File: config.mk
export PLATFORM = sky130hd
export DESIGN_NAME = cordic_rotate
export DESIGN_NICKNAME = d
export VERILOG_FILES = /design/src/rtl/cordic_rotate.sv
export SDC_FILE = /design/constraint.sdc
export NUM_CORES = 2
export LEC_CHECK = 0
export ABC_AREA = 0
export CAP_MARGIN = 40
export CORE_UTILIZATION = 56
export DETAILED_ROUTE_END_ITERATION = 10
export PLACE_DENSITY = 0.76
export SYNTH_ARGS = -nofsm -noshare
export SYNTH_HDL_FRONTEND = slang
export SYNTH_SLANG_ARGS = --single-unit
export TNS_END_PERCENT = 20
File: constraint.sdc
create_clock -name clk -period 17.65 [get_ports clk]
set_input_delay 1.765 -clock clk [delete_from_list [all_inputs] [get_ports clk]]
set_output_delay 1.765 -clock clk [all_outputs]
set_load 0.02 [all_outputs]
File: src/rtl/cordic_rotate.sv
`timescale 1ns/1ps
// cordic_rotate: buffers a burst of up to 16 polar samples, then converts each to
// rectangular form with a 16-step CORDIC. Define CORDIC_ROTATE_SAT_EN to saturate outputs.
module cordic_rotate (
   input  logic        clk,
   input  logic        rst_n,
   input  logic        in_valid,
   input  logic [11:0] in_mag,
   input  logic [20:0] in_phase,
   output logic        out_valid,
   output logic [11:0] out_x,
   output logic [11:0] out_y
);

   localparam logic [13:0] INV_K = 14'b10011011011101;

   typedef enum logic [2:0] {IDLE, IN, LOAD, ITER, STORE, OUT} state_t;

   state_t state, state_next;

   logic [4:0] cnt;
   logic [3:0] proc_idx;
   logic [3:0] iter;
   logic [3:0] out_idx;
   logic       last_sample;
   logic       last_out;
   logic       buf_we;
   logic [3:0] wr_addr;

   logic [11:0] mag_buf   [16];
   logic [20:0] phase_buf [16];
   logic [11:0] res_x_buf [16];
   logic [11:0] res_y_buf [16];

   logic signed [21:0] x, y, z;
   logic signed [21:0] atan_val;
   logic signed [21:0] mag_ext;
   logic signed [36:0] prod_x, prod_y;
   logic [11:0]        res_x, res_y;

   assign last_sample = ({1'b0, proc_idx} == cnt - 5'd1);
   assign last_out    = ({1'b0, out_idx} == cnt - 5'd1);
   assign buf_we      = in_valid && ((state == IDLE) || ((state == IN) && (cnt != 5'd16)));
   assign wr_addr     = (state == IDLE) ? 4'd0 : cnt[3:0];
   assign mag_ext     = {6'b000000, mag_buf[proc_idx], 4'b0000};

   always_ff @(posedge clk or negedge rst_n) begin
      if (!rst_n) state <= IDLE;
      else        state <= state_next;
   end

   always_comb begin
      state_next = state;
      case (state)
         IDLE:    if (in_valid) state_next = IN;
         IN:      if (!in_valid) state_next = LOAD;
         LOAD:    state_next = ITER;
         ITER:    if (iter == 4'd15) state_next = STORE;
         STORE:   state_next = last_sample ? OUT : LOAD;
         OUT:     if (last_out) state_next = IDLE;
         default: state_next = IDLE;
      endcase
   end

   // Sample count, compute pointer, iteration index and output pointer
   always_ff @(posedge clk or negedge rst_n) begin
      if (!rst_n) begin
         cnt      <= 5'd0;
         proc_idx <= 4'd0;
         iter     <= 4'd0;
         out_idx  <= 4'd0;
      end else begin
         case (state)
            IDLE: begin
               cnt      <= in_valid ? 5'd1 : 5'd0;
               proc_idx <= 4'd0;
               iter     <= 4'd0;
               out_idx  <= 4'd0;
            end
            IN:      if (in_valid && (cnt != 5'd16)) cnt <= cnt + 5'd1;
            LOAD:    iter <= 4'd0;
            ITER:    iter <= iter + 4'd1;
            STORE:   if (!last_sample) proc_idx <= proc_idx + 4'd1;
            OUT:     out_idx <= out_idx + 4'd1;
            default: ;
         endcase
      end
   end

   // atan(2^-i) with 1.0 = 180 degrees and 20 fractional bits
   always_comb begin
      atan_val = 22'sd0;
      case (iter)
         4'd0:  atan_val = 22'sh040000;
         4'd1:  atan_val = 22'sh025C81;
         4'd2:  atan_val = 22'sh013F67;
         4'd3:  atan_val = 22'sh00A222;
         4'd4:  atan_val = 22'sh005162;
         4'd5:  atan_val = 22'sh0028BB;
         4'd6:  atan_val = 22'sh00145F;
         4'd7:  atan_val = 22'sh000A30;
         4'd8:  atan_val = 22'sh000518;
         4'd9:  atan_val = 22'sh00028C;
         4'd10: atan_val = 22'sh000146;
         4'd11: atan_val = 22'sh0000A3;
         4'd12: atan_val = 22'sh000051;
         4'd13: atan_val = 22'sh000029;
         4'd14: atan_val = 22'sh000014;
         default: atan_val = 22'sh00000A;
      endcase
   end

`ifdef CORDIC_ROTATE_SAT_EN
   function automatic logic [11:0] sat12(input logic signed [36:0] v);
      if (v > 37'sd2047)       return 12'h7FF;
      else if (v < -37'sd2048) return 12'h800;
      else                     return 12'(v);
   endfunction
`endif

   // Undo the CORDIC gain; the shift by 18 drops 12+14-8 fractional bits (floor)
   always_comb begin
      prod_x = {{15{x[21]}}, x} * 37'(INV_K);
      prod_y = {{15{y[21]}}, y} * 37'(INV_K);
`ifdef CORDIC_ROTATE_SAT_EN
      res_x = sat12(prod_x >>> 18);
      res_y = sat12(prod_y >>> 18);
`else
      res_x = 12'(prod_x >>> 18);
      res_y = 12'(prod_y >>> 18);
`endif
   end

   always_ff @(posedge clk) begin
      if (buf_we) begin
         mag_buf[wr_addr]   <= in_mag;
         phase_buf[wr_addr] <= in_phase;
      end
      case (state)
         LOAD: begin
            case (phase_buf[proc_idx][20:19])
               2'd0:    begin x <= mag_ext;  y <= 22'sd0;   end
               2'd1:    begin x <= 22'sd0;   y <= mag_ext;  end
               2'd2:    begin x <= -mag_ext; y <= 22'sd0;   end
               default: begin x <= 22'sd0;   y <= -mag_ext; end
            endcase
            z <= {3'b000, phase_buf[proc_idx][18:0]};
         end
         ITER: begin
            if (!z[21]) begin
               x <= x - (y >>> iter);
               y <= y + (x >>> iter);
               z <= z - atan_val;
            end else begin
               x <= x + (y >>> iter);
               y <= y - (x >>> iter);
               z <= z + atan_val;
            end
         end
         STORE: begin
            res_x_buf[proc_idx] <= res_x;
            res_y_buf[proc_idx] <= res_y;
         end
         default: ;
      endcase
   end

   always_comb begin
      out_valid = (state == OUT);
      out_x     = 12'h000;
      out_y     = 12'h000;
      if (state == OUT) begin
         out_x = res_x_buf[out_idx];
         out_y = res_y_buf[out_idx];
      end
   end

endmodule
==> results.md <==
* Layout fillers at 6967
* Final cycle utilization of the critical path at 42.4%
* Max incr delay on CP at 820 ps
* Status: finished clean
* Sink Count at 998
* First-pass DRT Iterations at 6
* Clock tree buffer depth at 3
* Port Buffer Count at 60
* Core area at 98700 um^2
* Register area at 29900 um^2
* CP Cell Sequence: ha_1 -> inv_1 -> fa_1 -> inv_1 -> fa_1 -> fa_1 -> fa_1 -> inv_1 -> fa_1 -> inv_1 -> ha_1 -> a21oi_1 -> nand3_1 -> a2111oi_0 -> nor4b_1 -> a31oi_1 -> a2111oi_0 -> buf_1 -> o31a_1 -> nor2_1 -> xnor2_1 -> buf_4
* CP most frequent cell: fa_1
* Post_cts resized at 0
* Distinct cells, synth at 84
* IO Pins at 61
* Reg2reg end: res_y_buf[2][10]
* CTS Hold Buffers Added at 0
* Placed cell count at 4957
* Yosys reg bits at 998
* GRT Util Overall at 26.2%
* Placed Area at 58800 um^2
* # H-tree levels at 3
* Setup TNS at 0 ps
* Grt ovf at 0
* ANT nets after route at 0
* Crit path DAT at 8020 ps
* NumNets Final at 4375
* Worst setup EP type: flip-flop
* Crit start category: flip-flop
* # rows at 115
* First-pass GRT wire length at 200 mm
* Detailed-route vias per instance at 6.20
* Syn Nets at 4264
* Critical Path RT at 18180 ps
* Tightest Pin Transition at 1020 ps
* Initial antenna violation count at 2
* Non-filler cells, final at 5140
* Vias in the first global route at 33200
* RD Place Congestion at 0.926
* Initial DRC count at 3100
* Area delta synth->final at 10.8%
* Worst R2R Setup Slack at 10160 ps
* CTS Buf Count at 98
* Setup-failing EPs final at 0
* Post-route DRC at 0
* YS warnings at 0
* Fmax at 134 MHz
* Worst Hold Class: flip-flop to flip-flop
* Sequential share of the synthesized area at 53.4%
* Setup Skew at 25.9 ps
* Hold Fails Final Rpt at 0
* Layout cells sized above 1 at 16.3%
* HP Start: out_idx[3]
* Most used DFF post-synth: edfxtp_1
* Root buffer cell: clkbuf_16
* Via Count at 31900
* Min-Delay Endpoint: out_idx[3]
* Max-slew violations at 0
* Multi-input logic area at 24200 um^2
* Die ar. at 101000 um^2
* Slew headroom at 32.0%
* Final Core Density at 62.8%
* Commonest non-fill, non-tap cell in the layout: edfxtp_1
* DRT Wirelength at 130 mm
* Async set-reset flop share out of synthesis at 2.00%
* Post-Synthesis Cells at 3659
* Worst-path clk slew at 60 ps
* FF-to-FF Start: y[15]
* EDFF count, synth at 978
* Setup bufs post-CTS at 0
* Mean Syn Cell Area at 15.3 um^2
* Critical Path Fanout Max at 11
* Die height at 318 um
* Top delay family on crit path: adder cells
* Starting Density at 56.7%
* Largest net degree at the start of global routing at 117
* DP HPWL at 82.5 mm
* Clock Latency Late Sink at 690 ps
* Buf/Inv on CP at 6
* Post-DR wirelength/cell at 25.3 um
* RSZ-0062 raised after global routing: false
* Fin crit period at 7490 ps
* Post-route cell area at 62000 um^2
* R2R cell count at 22
* Critical path type: flip-flop to flip-flop
* Slowest-stage cell, CP: nor4b_1
* Synthesized area at 55900 um^2
* Max cap viols at 0
* Chip Width at 318 um
* CTS tree: yes
* Most frequent cells in the layout: 978 x edfxtp_1, 394 x inv_1, 344 x ha_1
* Hold Path Depth at 1
==> synthesized netlist by cell type (4+ instances only) <==
cell type	number	area share, %
a211oi_1	11	0.15
xor2_1	104	1.6
ha_1	344	7.7
a21oi_1	113	1.0
mux2_2	18	0.36
buf_4	6	0.081
fa_1	225	8.1
nand3b_1	7	0.094
nor2_1	123	0.83
a21o_1	43	0.58
o21bai_1	8	0.11
dfrtp_1	20	0.89
o211ai_1	4	0.054
inv_1	395	2.7
o21a_1	16	0.21
nor3_1	42	0.38
o311ai_0	4	0.063
clkbuf_1	69	0.46
a21boi_0	7	0.094
xnor2_1	121	1.9
nor2b_1	13	0.15
mux4_2	321	13
buf_1	34	0.23
nand3_1	36	0.32
a22oi_1	5	0.067
or2_2	8	0.089
o21ai_0	108	0.97
mux2i_1	48	0.86
a31oi_1	20	0.22
a211o_1	5	0.078
and2_1	34	0.38
buf_2	23	0.21
o22ai_1	29	0.32
nand2b_1	26	0.29
a2111oi_0	6	0.094
and3_1	14	0.16
edfxtp_1	978	53
or3_1	7	0.078
nand4_1	18	0.20
nor3b_1	8	0.11
a22o_1	12	0.19
nand2_1	143	0.96
o31ai_1	10	0.13
==> cell families after synthesis <==
logic type,Yosys count,synth area share (%)
fa+ha+maj,569,15.7
mux,387,14.1
compound gates,446,5.09
flops,998,53.4
buf+inv,533,3.70
simple gates,501,4.39
xor+xnor,225,3.52
==> how the worst max path moves through the flow <==
stage | start | cells past startpoint | end | slack [ps]
after floorplan | y[5] | 21 | res_y_buf[0][10] | 11140
after global placement | y[7] | 21 | res_y_buf[0][10] | 9840
after detailed placement | y[7] | 22 | res_y_buf[0][10] | 10180
after CTS | y[10] | 22 | res_y_buf[2][10] | 10140
after global routing | y[6] | 23 | res_y_buf[2][10] | 9680
final | y[15] | 22 | res_y_buf[2][10] | 10160
==> routing by layer <==
metal / vias up / track usage, % / share of wire, %
met5: - / 0 / 0.013
met4: 2 / 9.20 / 3.0
met3: 251 / 3.91 / 6.7
met2: 1267 / 44.1 / 50
met1: 16300 / 34.9 / 40
li1: 14000 / - / -
==> stage by stage <==
| stage | hold slack, ps | worst slack [ps] |
|---|---|---|
| detailed placement | 546 | 10180 |
| global placement | 529 | 9840 |
| CTS | 557 | 10140 |
| finish | 552 | 10160 |
| global route | 578 | 9680 |
| floorplan | 546 | 11140 |
==> sequential cells by signal, indices dropped and copies added (netlist names) <==
name,cells
phase_buf,336
res_y_buf,192
z,22
y,22
cnt,5
x,22
mag_buf,192
iter,4
res_x_buf,192
state,3
out_idx,4
proc_idx,4
==> layout make-up <==
| cell class | count | area share [%] |
|---|---|---|
| Sequential cell | 998 | 48.2 |
| Multi-Input combinational cell | 2128 | 39.1 |
| Clock buffer | 119 | 4.09 |
| Tap cell | 1287 | 2.60 |
| Timing Repair Buffer | 146 | 2.50 |
| Inverter | 398 | 2.41 |
| Clock inverter | 62 | 1.06 |
| Antenna cell | 2 | 0.00808 |
Power is not shown: default switching activity piles up to over one toggle a cycle in this logic, so the estimate is an artifact.
